### src/rtl/fetch_unit_if.sv
// Fetch-stage bundle: stage control, instruction-memory handshake and the IF/ID-facing outputs.
// master is the fetch unit; slave is whatever drives control and models memory.
interface fetch_unit_if;
   logic [1:0]  ctr;
   logic        redirect;
   logic [31:0] redirect_pc;
   logic        imem_req;
   logic [31:0] imem_addr;
   logic        imem_ack;
   logic        imem_rvalid;
   logic [31:0] imem_rdata;
   logic [31:0] n_pc;
   logic [31:0] isn;
   logic        isn_valid;
   logic        empty;
   logic        full;

   modport master (
      input  ctr, redirect, redirect_pc, imem_ack, imem_rvalid, imem_rdata,
      output imem_req, imem_addr, n_pc, isn, isn_valid, empty, full
   );

   modport slave (
      output ctr, redirect, redirect_pc, imem_ack, imem_rvalid, imem_rdata,
      input  imem_req, imem_addr, n_pc, isn, isn_valid, empty, full
   );
endinterface

### src/rtl/fetch_unit.sv
// Instruction fetch stage: one-outstanding imem requests feeding a prefetch FIFO of {PC+4, word}.
// Optional FETCH_PERF_CNT_EN adds perf_fetched / perf_starved counters.
module fetch_unit #(
   parameter logic [31:0] RESET_PC  = 32'h0000_0000,
   parameter int unsigned BUF_DEPTH = 4,
   parameter logic [31:0] NOP_INST  = 32'h0000_0000
) (
   input  logic         clk,
   input  logic         rst,
   fetch_unit_if.master bus
`ifdef FETCH_PERF_CNT_EN
   ,
   output logic [31:0]  perf_fetched,
   output logic [31:0]  perf_starved
`endif
);

   localparam int unsigned PTR_W = $clog2(BUF_DEPTH);
   localparam int unsigned CNT_W = PTR_W + 1;
   localparam logic [CNT_W-1:0] DEPTH_CNT = CNT_W'(BUF_DEPTH);

   typedef enum logic [1:0] {IDLE, REQ, WAIT, DROP} state_t;

   state_t           state_q;
   logic [31:0]      fetchPc_q;
   logic [31:0]      reqAddr_q;
   logic             req_q;

   logic [31:0]      bufPc_q  [BUF_DEPTH];
   logic [31:0]      bufIsn_q [BUF_DEPTH];
   logic [PTR_W-1:0] wrPtr_q;
   logic [PTR_W-1:0] rdPtr_q;
   logic [CNT_W-1:0] count_q;
   logic [CNT_W-1:0] count_d;

   logic             flush;
   logic             bufEmpty;
   logic             push;
   logic             pop;

   // Redirect and ctr=10 both wipe the buffer, including any word landing this cycle.
   assign flush    = bus.redirect || (bus.ctr == 2'b10);
   assign bufEmpty = (count_q == '0);
   assign push     = (state_q == WAIT) && bus.imem_rvalid && !flush;
   assign pop      = (bus.ctr == 2'b00) && !bufEmpty && !bus.redirect;

   always_comb begin
      count_d = count_q;
      if (flush) begin
         count_d = '0;
      end else if (push && !pop) begin
         count_d = count_q + CNT_W'(1);
      end else if (pop && !push) begin
         count_d = count_q - CNT_W'(1);
      end
   end

   always_ff @(posedge clk) begin
      if (rst) begin
         wrPtr_q <= '0;
         rdPtr_q <= '0;
         count_q <= '0;
      end else begin
         count_q <= count_d;
         if (flush) begin
            wrPtr_q <= '0;
            rdPtr_q <= '0;
         end else begin
            if (push) begin
               bufPc_q[wrPtr_q]  <= reqAddr_q + 32'd4;
               bufIsn_q[wrPtr_q] <= bus.imem_rdata;
               wrPtr_q           <= wrPtr_q + PTR_W'(1);
            end
            if (pop) begin
               rdPtr_q <= rdPtr_q + PTR_W'(1);
            end
         end
      end
   end

   // reqAddr_q doubles as the address of the outstanding request, so WAIT derives n_pc from it.
   always_ff @(posedge clk) begin
      if (rst) begin
         state_q   <= IDLE;
         fetchPc_q <= RESET_PC;
         reqAddr_q <= RESET_PC;
         req_q     <= 1'b0;
      end else begin
         case (state_q)
            IDLE: begin
               if ((count_q < DEPTH_CNT) && !bus.redirect) begin
                  state_q   <= REQ;
                  req_q     <= 1'b1;
                  reqAddr_q <= fetchPc_q;
               end
            end
            REQ: begin
               if (bus.imem_ack) begin
                  req_q     <= 1'b0;
                  state_q   <= bus.redirect ? DROP : WAIT;
                  fetchPc_q <= fetchPc_q + 32'd4;
               end else if (bus.redirect) begin
                  reqAddr_q <= bus.redirect_pc;
               end
            end
            WAIT: begin
               if (bus.imem_rvalid) begin
                  state_q <= IDLE;
               end else if (bus.redirect) begin
                  state_q <= DROP;
               end
            end
            DROP: begin
               if (bus.imem_rvalid) begin
                  state_q <= IDLE;
               end
            end
            default: begin
               state_q <= IDLE;
               req_q   <= 1'b0;
            end
         endcase
         if (bus.redirect) begin
            fetchPc_q <= bus.redirect_pc;
         end
      end
   end

   // A redirecting cycle never offers the old head downstream.
   always_comb begin
      bus.isn       = NOP_INST;
      bus.n_pc      = 32'h0;
      bus.isn_valid = 1'b0;
      if (!bufEmpty && !bus.redirect) begin
         bus.isn       = bufIsn_q[rdPtr_q];
         bus.n_pc      = bufPc_q[rdPtr_q];
         bus.isn_valid = 1'b1;
      end
   end

   assign bus.imem_req  = req_q;
   assign bus.imem_addr = reqAddr_q;
   assign bus.empty     = bufEmpty;
   assign bus.full      = (count_q == DEPTH_CNT);

`ifdef FETCH_PERF_CNT_EN
   logic [31:0] perfFetched_q;
   logic [31:0] perfStarved_q;

   always_ff @(posedge clk) begin
      if (rst) begin
         perfFetched_q <= 32'h0;
         perfStarved_q <= 32'h0;
      end else begin
         if (push) begin
            perfFetched_q <= perfFetched_q + 32'd1;
         end
         if ((bus.ctr == 2'b00) && bufEmpty) begin
            perfStarved_q <= perfStarved_q + 32'd1;
         end
      end
   end

   assign perf_fetched = perfFetched_q;
   assign perf_starved = perfStarved_q;
`endif

endmodule
### src/flat_wrapper.sv
// flat-port wrapper written by rule: the top's interface ports become plain ports
module fetch_unit_flat 
#(
   parameter logic [31:0] RESET_PC  = 32'h0000_0000,
   parameter int unsigned BUF_DEPTH = 4,
   parameter logic [31:0] NOP_INST  = 32'h0000_0000
)
  (clk, rst, bus_ctr, bus_redirect, bus_redirect_pc, bus_imem_ack, bus_imem_rvalid, bus_imem_rdata, bus_imem_req, bus_imem_addr, bus_n_pc, bus_isn, bus_isn_valid, bus_empty, bus_full);
  fetch_unit_if bus_i ();
  input  logic clk;
  input  logic rst;
  input wire logic [$bits(bus_i.ctr)-1:0] bus_ctr;
  input wire logic [$bits(bus_i.redirect)-1:0] bus_redirect;
  input wire logic [$bits(bus_i.redirect_pc)-1:0] bus_redirect_pc;
  input wire logic [$bits(bus_i.imem_ack)-1:0] bus_imem_ack;
  input wire logic [$bits(bus_i.imem_rvalid)-1:0] bus_imem_rvalid;
  input wire logic [$bits(bus_i.imem_rdata)-1:0] bus_imem_rdata;
  output wire logic [$bits(bus_i.imem_req)-1:0] bus_imem_req;
  output wire logic [$bits(bus_i.imem_addr)-1:0] bus_imem_addr;
  output wire logic [$bits(bus_i.n_pc)-1:0] bus_n_pc;
  output wire logic [$bits(bus_i.isn)-1:0] bus_isn;
  output wire logic [$bits(bus_i.isn_valid)-1:0] bus_isn_valid;
  output wire logic [$bits(bus_i.empty)-1:0] bus_empty;
  output wire logic [$bits(bus_i.full)-1:0] bus_full;
  assign bus_i.ctr = bus_ctr;
  assign bus_i.redirect = bus_redirect;
  assign bus_i.redirect_pc = bus_redirect_pc;
  assign bus_i.imem_ack = bus_imem_ack;
  assign bus_i.imem_rvalid = bus_imem_rvalid;
  assign bus_i.imem_rdata = bus_imem_rdata;
  assign bus_imem_req = bus_i.imem_req;
  assign bus_imem_addr = bus_i.imem_addr;
  assign bus_n_pc = bus_i.n_pc;
  assign bus_isn = bus_i.isn;
  assign bus_isn_valid = bus_i.isn_valid;
  assign bus_empty = bus_i.empty;
  assign bus_full = bus_i.full;
  fetch_unit #(.RESET_PC(RESET_PC), .BUF_DEPTH(BUF_DEPTH), .NOP_INST(NOP_INST)) u_core (.clk(clk), .rst(rst), .bus(bus_i));
endmodule
### config.mk
export PLATFORM = sky130hd
export DESIGN_NAME = fetch_unit_flat
export DESIGN_NICKNAME = d
export VERILOG_FILES = /design/src/rtl/fetch_unit_if.sv /design/src/rtl/fetch_unit.sv /design/src/flat_wrapper.sv
export SDC_FILE = /design/constraint.sdc
export NUM_CORES = 1
export LEC_CHECK = 0
export BUFFER_PORTS_ARGS = -buffer_cell sky130_fd_sc_hd__buf_2
export CORE_MARGIN = 3
export CORE_UTILIZATION = 37
export DETAILED_ROUTE_END_ITERATION = 6
export GPL_TIMING_DRIVEN = 1
export PLACE_DENSITY = 0.65
export SYNTH_ARGS = -nofsm -noshare
export SYNTH_HDL_FRONTEND = slang
export SYNTH_SLANG_ARGS = --single-unit
### constraint.sdc
create_clock -name clk -period 3.3 [get_ports clk]
set_input_delay 0.33 -clock clk [delete_from_list [all_inputs] [get_ports clk]]
set_output_delay 0.33 -clock clk [all_outputs]
set_load 0.05 [all_outputs]
== Word-level counts from Yosys, hierarchy flattened ==
Memory sizes are Yosys's and may differ from the RTL's. A register that Yosys moved wholly into a read port is not among the register bits.
Index checks and enable logic that the tools add are counted.
Operators by class
  order comparisons: 1
  reductions and logical operators: 26
  muxes and demuxes: 30
  eq/ne operators: 11
  add/subtract/negate cells: 6
Operators by type and width (count)
  $mux 32: 8
  $add 32x3->32 const B: 2
  $pmux 32 s2: 1
  $mux 2: 9
  $logic_and 1x1->1: 8
  $mux 1: 8
  $ne 2x2->1 const B: 4
  $pmux 2 s4: 1
  $reduce_and 4->1: 2
  $reduce_bool 2->1: 4
  $eq 2x2->1 const B: 3
  $mux 3: 2
  $logic_not 1->1: 5
  $add 2x1->2 const B: 2
  $logic_not 2->1: 2
  $add 3x1->3 const B: 1
  $eq 3x3->1 const B: 1
  $logic_not 3->1: 1
  $lt 3x3->1 const B: 1
  $ne 3x3->1 const B: 1
  $reduce_and 3->1: 1
  $sub 3x1->3 const B: 1
  $eq 2x1->1 const B: 1
  $ne 2x1->1 const B: 1
  other kinds (4): 4
Word-level totals
  output and inout bits: 100
  register bits: 74
  memories kept: 2
  bits in writable memories: 256
Memories
  u_core.bufIsn_q: words 4, bits a word 32, rd ports 1, clocked after Yosys merged registers in 1, wr ports 1, line fetch_unit.sv:30  | logic [31:0] bufIsn_q [BUF_DEPTH];
  u_core.bufPc_q: words 4, bits a word 32, rd ports 1, clocked after Yosys merged registers in 1, wr ports 1, line fetch_unit.sv:29  | logic [31:0] bufPc_q [BUF_DEPTH];

== Logic depth before layout (Yosys ltp) ==
  depth after elaboration: 8
  mapped depth: 10
  depth with buffers taken out: 10

== Worst setup path before layout ==
OpenSTA, ideal clock, no wires.
  path type: reg-to-reg
  start: register u_core.count_q[0]
  end: register u_core.count_q[2]
  path buffers: 0
  clock period less this slack: 3.134 ns
  setup slack: 0.166 ns
  data required time: 3.230 ns
  stages on the path, launching flop included: 11
  setup time: 0.070 ns
  arrival time: 3.064 ns
  cell sequence: dfxtp_1 > nor3_1 > or2_2 > nor3_1 > inv_1 > ha_1 > inv_1 > fa_1 > xor2_1 > or3_1 > a21oi_1
Between the ends
  longest elaborated chain between the ends: 7
  elaborated cells on any way between the ends: 12
  those cells by class: add/sub: 2; mux: 2; reduce/logical: 8
RTL lines
  from (decl): line fetch_unit.sv:33  | logic [CNT_W-1:0] count_q;
  from (signal assigned): line fetch_unit.sv:64  | count_q <= count_d;
  $logic_not 3->1 *: line fetch_unit.sv:43  | assign bufEmpty = (count_q == '0);
  named net bus_empty: line flat_wrapper.sv:23  | output wire logic [$bits(bus_i.empty)-1:0] bus_empty;
  $logic_not 1->1 *: line fetch_unit.sv:45  | assign pop = (bus.ctr == 2'b00) && !bufEmpty && !bus.redirect;
  $logic_and 1x1->1 * (2 in series): line fetch_unit.sv:45
  $logic_not 1->1: line fetch_unit.sv:51  | end else if (push && !pop) begin
  $logic_and 1x1->1: line fetch_unit.sv:51
  $mux 3 / $reduce_bool 2->1 (equally long branches)
The timed path passes the listed nets; every way through them passes the cells marked *. The select of a mux whose other input is x is not followed.
A chain may end at the register's enable or synchronous reset.

== Worst setup path in the final report ==
  start: register u_core.count_q[2]
  end: output port bus_n_pc[12]
Between the ends
  longest elaborated chain between the ends: 4
RTL lines
  $logic_not 3->1: line fetch_unit.sv:43
  $logic_not 1->1: line fetch_unit.sv:134  | if (!bufEmpty && !bus.redirect) begin
  $logic_and 1x1->1: line fetch_unit.sv:134
  $mux 32: line fetch_unit.sv:134
  to (decl): line flat_wrapper.sv:20  | output wire logic [$bits(bus_i.n_pc)-1:0] bus_n_pc;
Every way passes these cells.

==> impl_metrics.tcl <==
set metrics [dict create \
    worstSetupStartpointType "register" \
    cts_sinks 332 \
    status "completed" \
    synthFlopType "edfxtp_1" \
    seqCellArea_um2 9220 \
    worstHoldStart "bus_imem_rdata[21]" \
    rsz0062_at_grt "false" \
    multi_input_area_um2 4700 \
    fmax_mhz 358 \
    synth.area.top_cells "edfxtp_1, dfxtp_1, mux4_2, and2_1, mux2i_1" \
    vdd_drop_max_mv 0.434 \
    drc 0 \
    hpwlAfterDp_um 22600 \
    max_stage_delay_ns 0.43 \
    setup_tns_ns 0 \
    num_vias 8808 \
    fin_skew_ns 0.0218 \
    cap_violations 0 \
    pwr-share-clk_pct 41.6 \
    final_antenna_net_count 0 \
    crit_family "buffers and inverters" \
    die_area_um2 40600 \
    vias_per_cell 5.21 \
    crit_arrival_ns 2.46 \
    synthTopCellsByCount "edfxtp_1, and2_1, dfxtp_1, nor2_1, mux4_2" \
    nNetsFinal 1237 \
    syn_to_final_growth_pct 21.0 \
    synth_top_cell_by_area "edfxtp_1" \
    cts_tree "yes" \
    hold_violations 0 \
    gp_congestion 0.854 \
    yosysMostFrequentCell "edfxtp_1" \
    synth_nets 1035 \
    cp_max_fo 29 \
    ys_seq_area_share_pct 65.1 \
    post-route-period-util_pct 84.6 \
    die_h_um 202 \
    yosys.cell_types.count 59 \
    antenna_cells 0 \
    cts_max_path_buffers 3 \
    worstPathCellList "nor3_1 -> or2_2 -> inv_2 -> buf_4 -> and2_1 -> buf_2" \
    cp.buffers_inverters 3 \
    slew_headroom_pct 46.5 \
    synth-edff-count 256 \
    fin_ws_ns 0.507 \
    wl_um 32800 \
    worstSetupPathType "reg -> out" \
    met3_length_um 1970 \
    pwr-share-comb_pct 7.7 \
    finalPower_mw 9.33 \
    critPathLaunch "u_core.count_q[2]" \
    post-route-min-period_ns 2.79 \
    initial_core_util_pct 37.6 \
    core_area_um2 37700 \
    grt_pass1_vias 9001 \
    leakagePower_nw 5.96 \
    synth.top_cell.area_share_pct 54.3 \
    cts_made_buffers 36 \
    rows 71 \
    drive_gt1_share_pct 28.3 \
    m1WireLength_um 14500 \
    switching_power_mw 2.21 \
    antenna_found_initial 1 \
    p_int_mw 7.11 \
    rr_startpoint "u_core.state_q[1]" \
    setup_viol 0 \
    ioPinCount 171 \
    post-place-ws_ns 0.637 \
    die_w_um 202 \
    grt_pass1_wl_um 51500 \
    drv_slew 0 \
    cpMaxStageDelayCell "dfxtp_1" \
    synth_area_per_cell_um2 14.8 \
    async_reset_ff_share_pct 0 \
    clk-insertion-delay-late_ns 0.53 \
    cts_resized 0 \
    netlist_area_um2 14200 \
    wl_per_cell_um 19.4 \
    end_kind "output port" \
    ys_warn_count 0 \
    critPathRequiredTime_ns 2.97 \
    hold_class "in -> reg" \
    finalNonFillerCells 1692 \
    clk_pin_slew_worst_paths_ns 0.06 \
    highest_layer "met4" \
    synth-seq-cells 332 \
    fillers 3392 \
    htreeDepth 2 \
    netlist_instances 956 \
    tightest_slew_ns 0.796 \
    switching_share_pct 23.7 \
    first_pass_iters 4 \
    grt_max_degree 58 \
    dr_wl_met2_um 15800 \
    first_iter_violations 493 \
    grt_usage_pct 16.2 \
    placedCellCount 1615 \
    cts-root-buf "clkbuf_16" \
    power.density_nw_per_um2 545 \
    overflow 0 \
    cts_hold_buf 16 \
    pwr-share-seq_pct 50.7 \
    cts_setup_buffers 0 \
    io_buffers 170 \
    timing.hold.ws_ns 0.0359 \
]
[cell type report]
type,instances,area share [%]
repair buffers,216,8.02
clock buffers,43,5.47
well taps,511,3.73
clock inverters,18,1.18
inverters,17,0.373
multi-input cells,555,27.4
flip-flops and latches,332,53.8
[metal layers]
metal  up-vias  track usage (%)
li1       4123                -
met1      4365             21.9
met3        46             3.72
met2       274             26.5
met4         0             4.21
met5         -                0
[final timing paths]
kind | to | slack, ns | cells past startpoint
worst max-delay path | bus_n_pc[12] | 0.51 | 6
worst min register to register | u_core.fetchPc_q[0] | 0.50 | 2
worst max register to register | u_core.bufIsn_q[2][21] | 0.56 | 4
worst min-delay path | u_core.bufIsn_q[0][21] | 0.04 | 1
[registers in the layout, indices dropped and copies added, names as in the netlist, named ones only]
| signal | count |
|---|---|
| u_core.state_q | 2 |
| u_core.bus.imem_req | 1 |
| u_core.fetchPc_q | 32 |
| u_core.count_q | 3 |
| u_core.bufPc_q | 128 |
| u_core.wrPtr_q | 2 |
| u_core.rdPtr_q | 2 |
| u_core.bufIsn_q | 128 |
| u_core.bus.imem_addr | 32 |
[cells by family (layout without fill, tap and decap cells)]
kind of cell             count (synthesis)  count (layout)  share of synthesized area (%)
AO/OA/AOI/OAI                          102             102                           5.22
XOR/XNOR                                41              41                           2.54
adder cells (fa/ha/maj)                  8               8                          0.760
buffers and inverters                   69             294                           1.95
flip-flops                             332             332                           65.1
multiplexers                            97              97                           12.5
AND/OR/NAND/NOR                        307             307                           11.9
[cell usage in the layout, fill, tap and decap left out, types with 7 or more instances in the layout]
cell type,Yosys,layout
nand2_1,31,31
nor4_1,14,14
xor2_1,9,9
xnor2_1,32,32
inv_1,17,16
buf_4,1,19
a211oi_1,42,42
mux4_2,64,64
buf_12,0,11
nor3_1,18,18
a21oi_1,16,15
o21ai_0,9,9
nand3_1,23,23
clkbuf_16,0,36
nor2_1,69,69
ha_1,7,7
and2_1,77,73
or3_1,8,8
nand4_1,21,21
and3_1,9,9
buf_2,10,170
dlygate4sd3_1,0,16
dfxtp_1,76,74
mux2i_1,32,32
edfxtp_1,256,256
[power groups by stage]
stage	clock network (mW)	registers (mW)	logic (mW)
floorplan	0	4.94	0.306
CTS	3.99	4.72	0.725
global placement	0	4.81	0.694
finish	3.89	4.73	0.718
detailed placement	0	4.81	0.706
global route	4.16	4.74	0.779
[stage by stage]
step / instance area, um^2 / utilization (%)
after floorplan: 14200 / -
after global placement: 15800 / 42.0
after detailed placement: 15800 / 42.0
after CTS: 17100 / 45.5
after global routing: 17100 / 45.5
final: 17100 / 45.5
No activity file was read; power rests on OpenSTA's default activity.
